===== src/rtl/qam_pkg.sv =====
// Shared types and constants for the QAM sample upsampler.
// Holds the I/Q widths, the read-FSM state encoding and a constant clog2 helper.
package qam_pkg;

  localparam int IQ_W   = 16;
  localparam int DATA_W = 2 * IQ_W;

  typedef enum logic [0:0] {
    IDLE = 1'b0,
    EMIT = 1'b1
  } state_e;

  // Elaboration-time ceiling log2; returns 0 for values <= 1.
  function automatic int clog2(input int value);
    int result;
    result = 0;
    for (int i = 0; i < 31; i++) begin
      if ((1 << i) < value) result = i + 1;
    end
    return result;
  endfunction

endpackage


===== src/rtl/qam_sample_upsampler_if.sv =====
// Symbol-in / sample-out stream bundle of the upsampler, plus flag control and FIFO occupancy.
// The slave modport is the upsampler side; the master modport is the modulator/consumer side.
interface qam_sample_upsampler_if #(
  parameter int DATA_W     = qam_pkg::DATA_W,
  parameter int FIFO_DEPTH = 16
);
  import qam_pkg::clog2;

  localparam int LVL_W = clog2(FIFO_DEPTH) + 1;

  logic [DATA_W-1:0] sym_in;
  logic              sym_valid;
  logic              sym_ready;
  logic [DATA_W-1:0] sample_out;
  logic              sample_valid;
  logic              sample_ready;
  logic              clr_flags;
  logic              overflow;
  logic              underflow;
  logic [LVL_W-1:0]  fill_level;

  modport master (
    output sym_in, sym_valid, sample_ready, clr_flags,
    input  sym_ready, sample_out, sample_valid, overflow, underflow, fill_level
  );

  modport slave (
    input  sym_in, sym_valid, sample_ready, clr_flags,
    output sym_ready, sample_out, sample_valid, overflow, underflow, fill_level
  );

endinterface


===== src/rtl/qam_sym_fifo.sv =====
// Single-clock symbol FIFO with extra-MSB pointers for full/empty.
// ready_o is registered (not full next cycle) and is held low while rst is asserted.
module qam_sym_fifo
  import qam_pkg::clog2;
#(
  parameter int DATA_W = qam_pkg::DATA_W,
  parameter int DEPTH  = 16
) (
  input  logic                     clk,
  input  logic                     rst,
  input  logic                     push_i,
  input  logic [DATA_W-1:0]        wr_data_i,
  input  logic                     pop_i,
  output logic [DATA_W-1:0]        rd_data_o,
  output logic                     ready_o,
  output logic                     empty_o,
  output logic [clog2(DEPTH):0]    level_o
);

  localparam int AW = clog2(DEPTH);

  logic [DATA_W-1:0] mem_q [DEPTH];
  logic [AW:0]       wr_ptr_q, wr_ptr_d;
  logic [AW:0]       rd_ptr_q, rd_ptr_d;
  logic              ready_q;
  logic              full_d;
  logic              push_ok;
  logic              pop_ok;

  // A push is only honoured when ready was already high, so a pop in the
  // same cycle cannot make room for a symbol offered while full.
  assign push_ok = push_i & ready_q;
  assign pop_ok  = pop_i & ~empty_o;

  assign empty_o   = (wr_ptr_q == rd_ptr_q);
  assign level_o   = wr_ptr_q - rd_ptr_q;
  assign rd_data_o = mem_q[rd_ptr_q[AW-1:0]];
  assign ready_o   = ready_q;

  always_comb begin
    wr_ptr_d = push_ok ? wr_ptr_q + 1'b1 : wr_ptr_q;
    rd_ptr_d = pop_ok  ? rd_ptr_q + 1'b1 : rd_ptr_q;
    full_d   = (wr_ptr_d[AW] != rd_ptr_d[AW]) &&
               (wr_ptr_d[AW-1:0] == rd_ptr_d[AW-1:0]);
  end

  always_ff @(posedge clk) begin
    if (rst) begin
      wr_ptr_q <= '0;
      rd_ptr_q <= '0;
      ready_q  <= 1'b0;
    end else begin
      wr_ptr_q <= wr_ptr_d;
      rd_ptr_q <= rd_ptr_d;
      ready_q  <= ~full_d;
    end
  end

  always_ff @(posedge clk) begin
    if (push_ok) mem_q[wr_ptr_q[AW-1:0]] <= wr_data_i;
  end

endmodule


===== src/rtl/qam_sample_upsampler.sv =====
// Buffers mapped {I,Q} symbols and replays each one as SPS output samples on a ready/valid stream.
// ZERO_STUFF selects zero-order hold or symbol-on-phase-0 with zeros elsewhere.
module qam_sample_upsampler #(
  parameter int DATA_W     = qam_pkg::DATA_W,
  parameter int SPS        = 8,
  parameter int FIFO_DEPTH = 16,
  parameter int ZERO_STUFF = 0
) (
  input  logic                  clk,
  input  logic                  rst,
  qam_sample_upsampler_if.slave bus
);
  import qam_pkg::state_e;
  import qam_pkg::IDLE;
  import qam_pkg::EMIT;
  import qam_pkg::clog2;

  localparam int              PH_W    = clog2(SPS);
  localparam int              LVL_W   = clog2(FIFO_DEPTH) + 1;
  localparam logic [PH_W-1:0] LAST_PH = PH_W'(SPS - 1);

  state_e            state_q, state_d;
  logic [PH_W-1:0]   phase_q, phase_d;
  logic [DATA_W-1:0] hold_q, hold_d;
  logic              overflow_q;
  logic              underflow_q;
  logic              underflow_set;
  logic              overflow_set;
  logic              pop;
  logic              emit;

  logic [DATA_W-1:0] fifo_rd_data;
  logic              fifo_ready;
  logic              fifo_empty;
  logic [LVL_W-1:0]  fifo_level;

  qam_sym_fifo #(
    .DATA_W (DATA_W),
    .DEPTH  (FIFO_DEPTH)
  ) u_fifo (
    .clk       (clk),
    .rst       (rst),
    .push_i    (bus.sym_valid),
    .wr_data_i (bus.sym_in),
    .pop_i     (pop),
    .rd_data_o (fifo_rd_data),
    .ready_o   (fifo_ready),
    .empty_o   (fifo_empty),
    .level_o   (fifo_level)
  );

  assign bus.sym_ready  = fifo_ready;
  assign bus.fill_level = fifo_level;
  assign bus.overflow   = overflow_q;
  assign bus.underflow  = underflow_q;

  assign emit             = (state_q == EMIT);
  assign bus.sample_valid = emit;
  assign overflow_set     = bus.sym_valid & ~fifo_ready;

  generate
    if (ZERO_STUFF != 0) begin : g_zero_stuff
      assign bus.sample_out = (emit && phase_q == '0) ? hold_q : '0;
    end else begin : g_zoh
      assign bus.sample_out = emit ? hold_q : '0;
    end
  endgenerate

  // Next symbol is fetched on the last accepted phase so symbols stream without a bubble.
  always_comb begin
    state_d       = state_q;
    phase_d       = phase_q;
    hold_d        = hold_q;
    pop           = 1'b0;
    underflow_set = 1'b0;
    case (state_q)
      IDLE: begin
        if (!fifo_empty) begin
          pop     = 1'b1;
          hold_d  = fifo_rd_data;
          phase_d = '0;
          state_d = EMIT;
        end
      end
      EMIT: begin
        if (bus.sample_ready) begin
          if (phase_q == LAST_PH) begin
            phase_d = '0;
            if (!fifo_empty) begin
              pop    = 1'b1;
              hold_d = fifo_rd_data;
            end else begin
              state_d       = IDLE;
              underflow_set = 1'b1;
            end
          end else begin
            phase_d = phase_q + 1'b1;
          end
        end
      end
      default: state_d = IDLE;
    endcase
  end

  always_ff @(posedge clk) begin
    if (rst) begin
      state_q     <= IDLE;
      phase_q     <= '0;
      hold_q      <= '0;
      overflow_q  <= 1'b0;
      underflow_q <= 1'b0;
    end else begin
      state_q     <= state_d;
      phase_q     <= phase_d;
      hold_q      <= hold_d;
      // A new event outranks a clear arriving in the same cycle.
      overflow_q  <= overflow_set  | (overflow_q  & ~bus.clr_flags);
      underflow_q <= underflow_set | (underflow_q & ~bus.clr_flags);
    end
  end

endmodule


===== src/flat_wrapper.sv =====
// flat-port wrapper written by rule: the top's interface ports become plain ports
module qam_sample_upsampler_flat import qam_pkg::state_e; import qam_pkg::IDLE; import qam_pkg::EMIT; import qam_pkg::clog2;
#(
  parameter int DATA_W     = qam_pkg::DATA_W,
  parameter int SPS        = 8,
  parameter int FIFO_DEPTH = 16,
  parameter int ZERO_STUFF = 0
)
  (clk, rst, bus_sym_in, bus_sym_valid, bus_sample_ready, bus_clr_flags, bus_sym_ready, bus_sample_out, bus_sample_valid, bus_overflow, bus_underflow, bus_fill_level);
  qam_sample_upsampler_if #(.DATA_W(DATA_W), .FIFO_DEPTH(FIFO_DEPTH)) bus_i ();
  input  logic clk;
  input  logic rst;
  input wire logic [$bits(bus_i.sym_in)-1:0] bus_sym_in;
  input wire logic [$bits(bus_i.sym_valid)-1:0] bus_sym_valid;
  input wire logic [$bits(bus_i.sample_ready)-1:0] bus_sample_ready;
  input wire logic [$bits(bus_i.clr_flags)-1:0] bus_clr_flags;
  output wire logic [$bits(bus_i.sym_ready)-1:0] bus_sym_ready;
  output wire logic [$bits(bus_i.sample_out)-1:0] bus_sample_out;
  output wire logic [$bits(bus_i.sample_valid)-1:0] bus_sample_valid;
  output wire logic [$bits(bus_i.overflow)-1:0] bus_overflow;
  output wire logic [$bits(bus_i.underflow)-1:0] bus_underflow;
  output wire logic [$bits(bus_i.fill_level)-1:0] bus_fill_level;
  assign bus_i.sym_in = bus_sym_in;
  assign bus_i.sym_valid = bus_sym_valid;
  assign bus_i.sample_ready = bus_sample_ready;
  assign bus_i.clr_flags = bus_clr_flags;
  assign bus_sym_ready = bus_i.sym_ready;
  assign bus_sample_out = bus_i.sample_out;
  assign bus_sample_valid = bus_i.sample_valid;
  assign bus_overflow = bus_i.overflow;
  assign bus_underflow = bus_i.underflow;
  assign bus_fill_level = bus_i.fill_level;
  qam_sample_upsampler #(.DATA_W(DATA_W), .SPS(SPS), .FIFO_DEPTH(FIFO_DEPTH), .ZERO_STUFF(ZERO_STUFF)) u_core (.clk(clk), .rst(rst), .bus(bus_i));
endmodule

===== config.mk =====
export PLATFORM = sky130hd
export DESIGN_NAME = qam_sample_upsampler_flat
export DESIGN_NICKNAME = d
export VERILOG_FILES = /design/src/rtl/qam_pkg.sv /design/src/rtl/qam_sample_upsampler_if.sv /design/src/rtl/qam_sym_fifo.sv /design/src/rtl/qam_sample_upsampler.sv /design/src/flat_wrapper.sv
export SDC_FILE = /design/constraint.sdc
export NUM_CORES = 1
export LEC_CHECK = 0
export ABC_AREA = 1
export CAP_MARGIN = 20
export CELL_PAD_IN_SITES_DETAIL_PLACEMENT = 0
export CELL_PAD_IN_SITES_GLOBAL_PLACEMENT = 1
export CORE_UTILIZATION = 40
export CTS_CLUSTER_SIZE = 8
export DETAILED_ROUTE_END_ITERATION = 12
export PLACE_DENSITY = 0.63
export REMOVE_ABC_BUFFERS = 1
export SKIP_CTS_REPAIR_TIMING = 1
export SYNTH_ARGS = -nofsm -noshare
export SYNTH_HDL_FRONTEND = slang
export SYNTH_SLANG_ARGS = --single-unit

===== constraint.sdc =====
create_clock -name clk -period 4.8 [get_ports clk]
set_clock_uncertainty 0.05 [all_clocks]
set_input_delay 0.96 -clock clk [delete_from_list [all_inputs] [get_ports clk]]
set_output_delay 0.96 -clock clk [all_outputs]
set_load 0.02 [all_outputs]

==> metrics.csv, run 1 <==
stage;metric;value;unit
die;Die Ht;239;um
placement;Placed Instances;2550;
setup_path;Slowest-stage cell, CP;dfxtp_4;
sta;Final Critical Period;3.93;ns
synth;syn_area_per_cell;12.4;sq um
setup_path;WP buf/inv;2;
synth;post-synth top area share;0.686;
die;I/O pins;78;
die;die span in x;239;um
sta;TNS Setup;0;ns
sta;measured slew at the worst slew-check pin;1.10;ns
synth;top cells by count, synth;512 x edfxtp_1, 270 x nor2_1, 244 x nand2_1;
setup_path;WS Path Type;reg2out;
sta;Final setup viols;0;
layout;Final Util;0.476;
power_and_ir_drop;Worst VDD drop;0.257;mV
placement;GP Congestion;0.762;
setup_path;Crit path required time;3.79;ns
synth;Mapped Area;22400;sq um
layout;diode count;0;
grt;global-route usage over all layers;0.214;
clock_network;TritonCTS clock tree;yes;
synth;#FFs+latches synth;561;
sta;Slew Viols, Final;0;
layout;fillers;4934;
synth;cell taking the most area after synthesis;edfxtp_1;
routing;DRC Markers;0;
setup_path;CP max FO;64;
sta;RSZ-0062 raised after global routing;false;
setup_path;CP Cell Sequence;inv_2, ha_1, nand2_1, o21ai_0, xor2_1, clkdlybuf4s50_1;
grt;total grt overflow;0;
routing;WL/cell;22.5;um
layout;post-route cell area;26200;sq um
placement;Cell Area, Placed;23900;sq um
die;Core Area;55200;sq um
sta;final setup margin;0.869;ns
die;number of core rows;86;
clock_network;htree depth;3;
synth;most common cell in the netlist;edfxtp_1;
grt;initial antenna violation count;0;
status;outcome;finished clean;
routing;Routed Antenna Nets;0;
min_path;worst min-delay path class;reg2reg;
power_and_ir_drop;PwrDens;505;nW/um^2
synth;top cells by area, synth;edfxtp_1 69%, o21ai_0 4.8%, nor2_1 4.5%, dfxtp_1 4.4%, nand2_1 4.1%;
grt;vias in the first global route;14200;
clock_network;Max clock buf depth;3;
routing;Via-to-Cell Ratio;5.37;
layout;Layout Nets;1936;
synth;Post-synth EDFFs;512;
layout;share of post-route cells with drive strength above 1;0.0807;
layout;fin cells;2694;
setup_path;Worst Setup Start Kind;flip-flop;
synth;top_reg_cell synth;edfxtp_1;
die;die area;57000;sq um
routing;Detailed Route WL;60600;um
synth;Netlist cell types;35;
clock_network;# clock sinks;561;
sta;Max Clk Rate;0.254;GHz
clock_network;clock latency on the worst-skew pair;0.61;ns
placement;IO buf count;77;
sta;final hold viol count;0;
synth;Yosys warnings;0;
placement;dpl hpwl;32700;um
layout;Multi-input gate area;5290;sq um
layout;Layout area overhead;17.2;%
die;Starting Density;0.406;
setup_path;CP arrival;2.92;ns
clock_network;total CTS buffers;80;
clock_network;Worst-path clk slew;0.05;ns
setup_path;max incr delay on CP;0.89;ns
job;Max Cap Violations;0;
grt;largest net degree at the start of global routing;99;
grt;first-pass GRT wire length;90500;um
power_and_ir_drop;leakage;8.96;nW
synth;register area share after synthesis;0.730;
synth;Syn Inst Count;1811;
setup_path;Crit. End Element;primary output;
routing;initial DRC count;1383;
synth;FFs w/ async S/R, synth;0;
clock_network;Clock Tree Root;clkbuf_16;
sta;Final Cycle Share;0.819;
sta;Worst slew margin;0.267;
routing;vias;14500;
placement;pre-CTS setup slack;1.20;ns
setup_path;family with the most delay on the worst path;flip-flops;
routing;1st-pass router iterations;5;
layout;FF+latch area;16400;sq um
-- kinds of logic (layout without fill, tap and decap cells) --
| family | count (synthesis) | count (layout) | share of synthesized area |
|---|---|---|---|
| buf+inv | 179 | 314 | 0.0395 |
| simple gates | 651 | 651 | 0.119 |
| fa+ha+maj | 12 | 12 | 0.00704 |
| xor+xnor | 5 | 5 | 0.00195 |
| compound gates | 403 | 403 | 0.103 |
| flops | 561 | 561 | 0.730 |
-- worst paths after layout --
kind | from | end | slack (ns) | cells after the start
worst max register to register | u_core.u_fifo.rd_ptr_q[1]$_SDFF_PP0_ | u_core.hold_q[23]$_SDFFE_PP0P_ | 1.45 | 6
worst min-delay path | u_core.bus.underflow$_SDFF_PP0_ | u_core.bus.underflow$_SDFF_PP0_ | 0.41 | 2
worst min register to register | u_core.bus.underflow$_SDFF_PP0_ | u_core.bus.underflow$_SDFF_PP0_ | 0.41 | 2
worst max-delay path | u_core.u_fifo.rd_ptr_q[1]$_SDFF_PP0_ | bus_fill_level[3] | 0.87 | 6
-- tightest hold or removal path: cells and delay by family (launching register included) --
family           cells  cell delay, ns
flip-flops           1            0.30
AO/OA/AOI/OAI        1            0.05
AND/OR/NAND/NOR      1            0.06
-- cell usage in the layout (no fill, tap or decap), types with 2 or more instances in the layout --
cell and n:
edfxtp_1 512, nor2_1 254, nand2_1 244, o21ai_0 216
nand3_1 121, clkbuf_16 80, clkdlybuf4s50_1 77, clkbuf_1 56
inv_1 55, o211ai_1 50, a31oi_1 50, dfxtp_1 45
o22ai_1 32, a21oi_1 27, buf_4 27, nor2_4 18
o21ai_1 14, o221ai_1 14, ha_1 11, inv_2 5
nand2_2 5, xor2_1 4, inv_6 4, nand4_1 4
buf_12 4, buf_16 3, nand2_4 2, dfxtp_2 2
dfxtp_4 2
-- area by class of cell --
type / count / share of cell area
sequential: 561 / 0.623
multi-input combinational: 1071 / 0.201
clock buffer: 136 / 0.0843
clock inverter: 5 / 0.00276
tap: 748 / 0.0357
timing repair buffer: 111 / 0.0433
inverter: 62 / 0.00915
-- power by group --
part | switching, W | internal (W) | total, W
sequential | 0.000249 | 0.00551 | 0.00576
clock | 0.00203 | 0.00316 | 0.00518
combinational | 0.00159 | 0.000737 | 0.00232
total | 0.00386 | 0.00940 | 0.0133
-- through the flow --
step / hold slack (ns) / power (W)
global placement: 0.404 / 0.00818
detailed placement: 0.405 / 0.00819
global route: 0.430 / 0.0138
floorplan: 0.385 / 0.00721
CTS: 0.416 / 0.0134
finish: 0.410 / 0.0133
-- flip-flops by register name, indices dropped and copies added (netlist names) --
register / cells
u_core.hold_q: 32
u_core.u_fifo.wr_ptr_q: 5
u_core.phase_q: 3
u_core.bus.underflow: 1
u_core.u_fifo.rd_ptr_q: 5
u_core.u_fifo.ready_o: 1
u_core.u_fifo.mem_q: 512
u_core.bus.sample_valid: 1
u_core.bus.overflow: 1
-- routing by layer --
layer,GRT usage,part of all wire,vias to the layer above
li1,-,-,6717
met5,0,0,-
met3,0.0341,0.051,97
met4,0.0693,0.023,0
met2,0.347,0.48,408
met1,0.296,0.45,7248
Note: power is estimated with default switching activity, not from simulation.
==> run 2, diff against run 1 <==
--- a/config.mk
+++ b/config.mk
@@ -12,7 +12,7 @@
 export CORE_UTILIZATION = 40
 export CTS_CLUSTER_SIZE = 8
 export DETAILED_ROUTE_END_ITERATION = 12
-export PLACE_DENSITY = 0.63
+export PLACE_DENSITY = 0.66
 export REMOVE_ABC_BUFFERS = 1
 export SKIP_CTS_REPAIR_TIMING = 1
 export SYNTH_ARGS = -nofsm -noshare
==> constraint.sdc (replaced) <==
create_clock -name clk -period 3.4 [get_ports clk]
set_clock_uncertainty 0.05 [all_clocks]
set_input_delay 0.68 -clock clk [delete_from_list [all_inputs] [get_ports clk]]
set_output_delay 0.68 -clock clk [all_outputs]
set_load 0.02 [all_outputs]
==> run 2 against run 1 <==
Via count decreased by 0.47%. Final area increased by 0.70%. Setup slack got worse by 0.71 ns. Sequential share of layout area down 0.43 points. Non-clock buffer count rose by 20. Global-route usage shrank 0.98 points. Total power is 40% higher. Cell count is 0.71% higher.
==> metrics.csv, run 2 (same netlist as run 1, synthesis figures left out) <==
stage;metric;value;unit;change
layout;fin cells;2713;;was 2694
sta;Slew Viols, Final;0;;unchanged
sta;Final Cycle Share;0.954;;
power_and_ir_drop;P_int;0.0133;W;was 0.00940 W
routing;Detailed Route WL;57800;um;was 60600 um
layout;Largest register FFs;512;;unchanged
power_and_ir_drop;sw frac;0.285;;was 0.291
routing;Routed Antenna Nets;0;;unchanged
min_path;hold wc startpoint;u_core.bus.overflow$_SDFF_PP0_;;was u_core.bus.underflow$_SDFF_PP0_
clock_network;clock latency on the worst-skew pair;0.60;ns;was 0.61 ns
grt;initial antenna violation count;2;;was 0
layout;most frequent cells in the layout;512 x edfxtp_1, 254 x nor2_1, 244 x nand2_1, 215 x o21ai_0, 121 x nand3_1;;was 512 x edfxtp_1, 254 x nor2_1, 244 x nand2_1, 216 x o21ai_0, 121 x nand3_1
min_path;Hold Path Stages;2;;unchanged
layout;Layout Nets;1956;;was 1936
grt;first-pass GRT wire length;86300;um;was 90500 um
setup_path;CP arrival;2.51;ns;was 2.92 ns
placement;GP Congestion;0.805;;was 0.762
sta;RSZ-0062 raised after global routing;false;;unchanged
routing;1st-pass router iterations;5;;unchanged
power_and_ir_drop;Worst VDD drop;0.413;mV;was 0.257 mV
sta;Final setup viols;0;;unchanged
placement;IO buf count;77;;unchanged
die;Starting Density;0.406;;unchanged
sta;measured slew at the worst slew-check pin;1.09;ns;was 1.10 ns
setup_path;crit path from;u_core.u_fifo.wr_ptr_q[0]$_SDFF_PP0_;;was u_core.u_fifo.rd_ptr_q[1]$_SDFF_PP0_
die;I/O pins;78;;unchanged
setup_path;WS Path Type;reg2out;;unchanged
setup_path;Crit path required time;2.67;ns;was 3.79 ns
routing;initial DRC count;1212;;was 1383
placement;pre-CTS setup slack;0.448;ns;was 1.20 ns
die;number of core rows;86;;unchanged
power_and_ir_drop;leakage;9.11;nW;was 8.96 nW
clock_network;Max clock buf depth;3;;unchanged
min_path;WHS Endpoint;u_core.bus.overflow$_SDFF_PP0_;;was u_core.bus.underflow$_SDFF_PP0_
layout;Multi-input gate area;5290;sq um;unchanged
die;Core Area;55200;sq um;unchanged
sta;final setup margin;0.156;ns;was 0.869 ns
sta;final hold slack;0.413;ns;was 0.410 ns
routing;DRC Markers;0;;unchanged
clock_network;total CTS buffers;80;;unchanged
power_and_ir_drop;Logic pwr share;0.182;;was 0.175
setup_path;FF-to-FF Start;u_core.u_fifo.rd_ptr_q[0]$_SDFF_PP0_;;was u_core.u_fifo.rd_ptr_q[1]$_SDFF_PP0_
power_and_ir_drop;Sw Pwr;0.00531;W;was 0.00386 W
clock_network;htree depth;3;;unchanged
routing;Via-to-Cell Ratio;5.31;;was 5.37
grt;total grt overflow;0;;unchanged
power_and_ir_drop;PwrDens;704;nW/um^2;was 505 nW/um^2
layout;Layout area overhead;18.0;%;was 17.2%
sta;final hold viol count;0;;unchanged
layout;FF+latch area;16400;sq um;unchanged
setup_path;Worst R2R End;u_core.hold_q[26]$_SDFFE_PP0P_;;was u_core.hold_q[23]$_SDFFE_PP0P_
layout;diode count;0;;unchanged
die;die span in x;239;um;unchanged
placement;Placed Instances;2573;;was 2550
sta;TNS Setup;0;ns;unchanged
die;die area;57000;sq um;unchanged
setup_path;Crit. End Element;primary output;;unchanged
die;Die Ht;239;um;unchanged
grt;largest net degree at the start of global routing;196;;was 99
status;outcome;finished clean;;unchanged
setup_path;CP max FO;6;;was 64
setup_path;Worst Setup Start Kind;flip-flop;;unchanged
setup_path;R2R cell count;8;;was 6
min_path;worst min-delay path class;reg2reg;;unchanged
routing;WL/cell;21.3;um;was 22.5 um
clock_network;Clock Tree Root;clkbuf_16;;unchanged
sta;Final Critical Period;3.24;ns;
setup_path;flop-to-flop setup slack;0.68;ns;was 1.45 ns
placement;dpl hpwl;29700;um;was 32700 um
clock_network;TritonCTS clock tree;yes;;unchanged
layout;fillers;4833;;was 4934
sta;Max Clk Rate;0.308;GHz;
layout;commonest non-fill, non-tap cell in the layout;edfxtp_1;;unchanged
power_and_ir_drop;Seq pwr share;0.428;;was 0.434
grt;vias in the first global route;13800;;was 14200
clock_network;# clock sinks;561;;unchanged
routing;vias;14400;;was 14500
sta;Worst slew margin;0.274;;was 0.267
layout;share of post-route cells with drive strength above 1;0.0916;;was 0.0807
clock_network;Worst-path clk slew;0.05;ns;about the same
power_and_ir_drop;clock group share of total power;0.390;;was 0.391
grt;global-route usage over all layers;0.205;;was 0.214
job;Max Cap Violations;0;;unchanged
run 2: cell types whose count changed in the layout (fill, tap and decap cells not counted), sizes merged:
| cell | previous run | this run |
|---|---|---|
| buf | 34 | 54 |
| clkbuf | 136 | 133 |
| clkdlybuf4s50 | 77 | 75 |
| clkinv | 1 | 3 |
| dlymetal6s2s | 0 | 2 |
| bufinv | 1 | 0 |
| inv | 65 | 66 |
run 2: how the worst max path moves through the flow:
stage / slack [ns] / to / cells past startpoint
global placement: 0.45 / bus_fill_level[4] / 6
detailed placement: 0.45 / bus_fill_level[4] / 6
global route: 0.05 / bus_fill_level[1] / 5
finish: 0.16 / bus_fill_level[1] / 5
floorplan: -5.24 / u_core.u_fifo.ready_o$_SDFF_PP0_ / 7
CTS: -0.20 / bus_fill_level[4] / 6
run 2: layout make-up:
| cell class | count | share of cell area |
|---|---|---|
| timing repair buffer | 131 | 0.0489 |
| clock inverter | 7 | 0.00331 |
| tap | 748 | 0.0354 |
| sequential | 561 | 0.619 |
| multi-input combinational | 1071 | 0.200 |
| clock buffer | 133 | 0.0841 |
| inverter | 62 | 0.00909 |
run 2: worst max-delay path, stage by stage, from the launching register on:
cell and delay, ns:
dfxtp_1 0.43, inv_1 0.14, ha_1 0.24, fa_1 0.45
inv_1 0.07, clkdlybuf4s50_1 0.59
run 2: per-layer routing:
metal	up-vias	share of wire	track usage
met2	392	0.48	0.333
met3	81	0.051	0.0323
met1	7167	0.45	0.280
met4	4	0.020	0.0697
li1	6758	-	-
met5	-	0.00059	0
run 2: power by group through the flow:
stage,Sequential (W),Clock [W],Combinational [W]
floorplan,0.00836,0,0.00248
global placement,0.00810,0,0.00338
detailed placement,0.00810,0,0.00341
CTS,0.00798,0.00744,0.00343
global route,0.00799,0.00773,0.00377
finish,0.00797,0.00726,0.00338
run 2: metrics by stage:
step                 util  total power (W)  cell area, sq um
CTS                 0.479           0.0188             26400
global route        0.479           0.0195             26400
global placement    0.437           0.0115             24100
detailed placement  0.437           0.0115             24100
finish              0.479           0.0186             26400
floorplan               -           0.0108             21800
==> run 3, diff against run 2 <==
--- a/config.mk
+++ b/config.mk
@@ -12,7 +12,7 @@
 export CORE_UTILIZATION = 40
 export CTS_CLUSTER_SIZE = 8
 export DETAILED_ROUTE_END_ITERATION = 12
-export PLACE_DENSITY = 0.66
+export PLACE_DENSITY = 0.63
 export REMOVE_ABC_BUFFERS = 1
 export SKIP_CTS_REPAIR_TIMING = 1
 export SYNTH_ARGS = -nofsm -noshare
==> constraint.sdc (replaced) <==
create_clock -name clk -period 3.05 [get_ports clk]
set_clock_uncertainty 0.05 [all_clocks]
set_input_delay 0.61 -clock clk [delete_from_list [all_inputs] [get_ports clk]]
set_output_delay 0.61 -clock clk [all_outputs]
set_load 0.02 [all_outputs]
==> run 3 against run 2 <==
Die area stayed put. Combinational power is 12% higher. Non-clock buffer count is 6 lower. Register-to-register slack hardly changed. Utilization is 0.15 points higher. First-iteration DRC count is 1.8% higher. Cell count is 0.18% lower. Global-route usage is 0.54 points higher. Critical path depth is 1 higher. Sequential cell count stayed put. Highest routed layer unchanged.
==> metrics.csv, run 3 (same netlist as run 1, synthesis figures left out) <==
stage;metric;value;unit;change
status;outcome;finished clean;;unchanged
power_and_ir_drop;Tot Pwr;0.0208;W;was 0.0186 W
routing;WL/cell;21.7;um;was 21.3 um
power_and_ir_drop;PwrDens;785;nW/um^2;was 704 nW/um^2
layout;commonest non-fill, non-tap cell in the layout;edfxtp_1;;unchanged
routing;Detailed Route WL;58700;um;was 57800 um
clock_network;# clock sinks;561;;unchanged
die;number of core rows;86;;unchanged
setup_path;Worst Setup Start Kind;flip-flop;;unchanged
die;die area;57000;sq um;unchanged
clock_network;Worst-path clk slew;0.05;ns;about the same
layout;FF+latch area;16400;sq um;unchanged
sta;Slew Viols, Final;0;;unchanged
routing;initial DRC count;1234;;was 1212
sta;final hold viol count;0;;unchanged
clock_network;total CTS buffers;80;;unchanged
sta;final hold slack;0.404;ns;was 0.413 ns
sta;Final setup viols;0;;unchanged
setup_path;Crit path required time;2.39;ns;was 2.67 ns
power_and_ir_drop;Worst VDD drop;0.427;mV;was 0.413 mV
grt;global-route usage over all layers;0.210;;was 0.205
routing;1st-pass router iterations;5;;unchanged
grt;initial antenna violation count;2;;unchanged
min_path;worst min-delay path class;reg2reg;;unchanged
job;Max Cap Violations;0;;unchanged
sta;Max Clk Rate;0.351;GHz;
placement;Cell Area, Placed;24200;sq um;was 24100 sq um
die;Die Ht;239;um;unchanged
setup_path;Crit. End Element;primary output;;unchanged
power_and_ir_drop;leakage;9.12;nW;was 9.11 nW
sta;Final Cycle Share;0.934;;
routing;DRC Markers;0;;unchanged
routing;vias;14400;;about the same
grt;total grt overflow;0;;unchanged
clock_network;Clock Tree Root;clkbuf_16;;unchanged
die;die span in x;239;um;unchanged
routing;Via-to-Cell Ratio;5.32;;was 5.31
setup_path;CP arrival;2.19;ns;was 2.51 ns
layout;Layout area overhead;18.3;%;was 18.0%
layout;diode count;0;;unchanged
placement;IO buf count;77;;unchanged
grt;first-pass GRT wire length;88300;um;was 86300 um
grt;largest net degree at the start of global routing;186;;was 196
setup_path;WS Path Type;reg2out;;unchanged
layout;Largest register FFs;512;;unchanged
placement;GP Congestion;0.784;;was 0.805
placement;dpl hpwl;28600;um;was 29700 um
die;Core Area;55200;sq um;unchanged
layout;most frequent cells in the layout;512 x edfxtp_1, 254 x nor2_1, 244 x nand2_1, 215 x o21ai_0, 121 x nand3_1;;unchanged
sta;Worst slew margin;0.319;;was 0.274
die;Starting Density;0.406;;unchanged
routing;Routed Antenna Nets;0;;unchanged
die;I/O pins;78;;unchanged
layout;post-route cell area;26500;sq um;was 26400 sq um
grt;vias in the first global route;14000;;was 13800
clock_network;Max clock buf depth;3;;unchanged
clock_network;clock latency on the worst-skew pair;0.62;ns;was 0.60 ns
layout;share of post-route cells with drive strength above 1;0.0893;;was 0.0916
setup_path;CP max FO;4;;was 6
clock_network;TritonCTS clock tree;yes;;unchanged
sta;TNS Setup;0;ns;unchanged
layout;fillers;4854;;was 4833
layout;Layout Nets;1950;;was 1956
sta;measured slew at the worst slew-check pin;1.02;ns;was 1.09 ns
sta;Final Critical Period;2.85;ns;
sta;RSZ-0062 raised after global routing;false;;unchanged
layout;Multi-input gate area;5290;sq um;unchanged
clock_network;htree depth;3;;unchanged
## run 3: cell types whose count changed in the layout (fill, tap and decap cells not counted)
cell | previous run | this run
clkdlybuf4s50_1 | 75 | 73
dlymetal6s2s_1 | 2 | 3
buf_12 | 9 | 19
clkbuf_1 | 52 | 53
clkbuf_2 | 0 | 1
buf_4 | 45 | 29
## run 3: path summary, 6_finish.rpt
kind | startpoint | depth (start not counted) | endpoint | slack [ns]
worst max register to register | u_core.u_fifo.rd_ptr_q[3]$_SDFF_PP0_ | 10 | u_core.hold_q[23]$_SDFFE_PP0P_ | 0.67
worst min register to register | u_core.bus.overflow$_SDFF_PP0_ | 2 | u_core.bus.overflow$_SDFF_PP0_ | 0.40
worst min-delay path | u_core.bus.overflow$_SDFF_PP0_ | 2 | u_core.bus.overflow$_SDFF_PP0_ | 0.40
worst max-delay path | u_core.u_fifo.wr_ptr_q[0]$_SDFF_PP0_ | 6 | bus_fill_level[4] | 0.20
## run 3: stage by stage
| step | util | std cells | worst slack [ns] |
|---|---|---|---|
| 6_report | 0.480 | 2708 | 0.200 |
| 5_1_grt | 0.480 | 2708 | 0.0492 |
| 4_1_cts | 0.480 | 2708 | -0.332 |
| 3_5_place_dp | 0.438 | 2567 | 0.334 |
| 3_3_place_gp | 0.438 | 2567 | 0.333 |
| 2_1_floorplan | - | 1694 | -5.59 |
## run 3: cell type report
| class | instances | share of cell area |
|---|---|---|
| inverters | 62 | 0.00906 |
| well taps | 748 | 0.0353 |
| repair buffers | 125 | 0.0517 |
| clock buffers | 134 | 0.0840 |
| clock inverters | 7 | 0.00330 |
| flip-flops and latches | 561 | 0.617 |
| multi-input cells | 1071 | 0.199 |
## run 3: where the power goes
group	leakage [nW]	total, W	switching [W]	internal [W]
logic	3.00	0.00380	0.00260	0.00120
clock network	1.10	0.00817	0.00322	0.00495
registers	5.02	0.00883	0.000162	0.00867
total	9.12	0.0208	0.00598	0.0148
## run 3: routing by layer
metal / part of all wire / global-route usage / vias up / wire length (um)
li1: - / - / 6757 / -
met1: 0.46 / 0.292 / 7152 / 26900
met2: 0.47 / 0.336 / 395 / 27400
met3: 0.053 / 0.0352 / 89 / 3120
met4: 0.022 / 0.0676 / 2 / 1300
met5: 0.00029 / 0 / - / 17
## run 3: critical path, cell delays in order (launching register included)
cell	delay [ns]
dfxtp_1	0.33
inv_1	0.09
ha_1	0.24
fa_1	0.41
o21ai_1	0.17
xor2_1	0.16
clkbuf_2	0.19
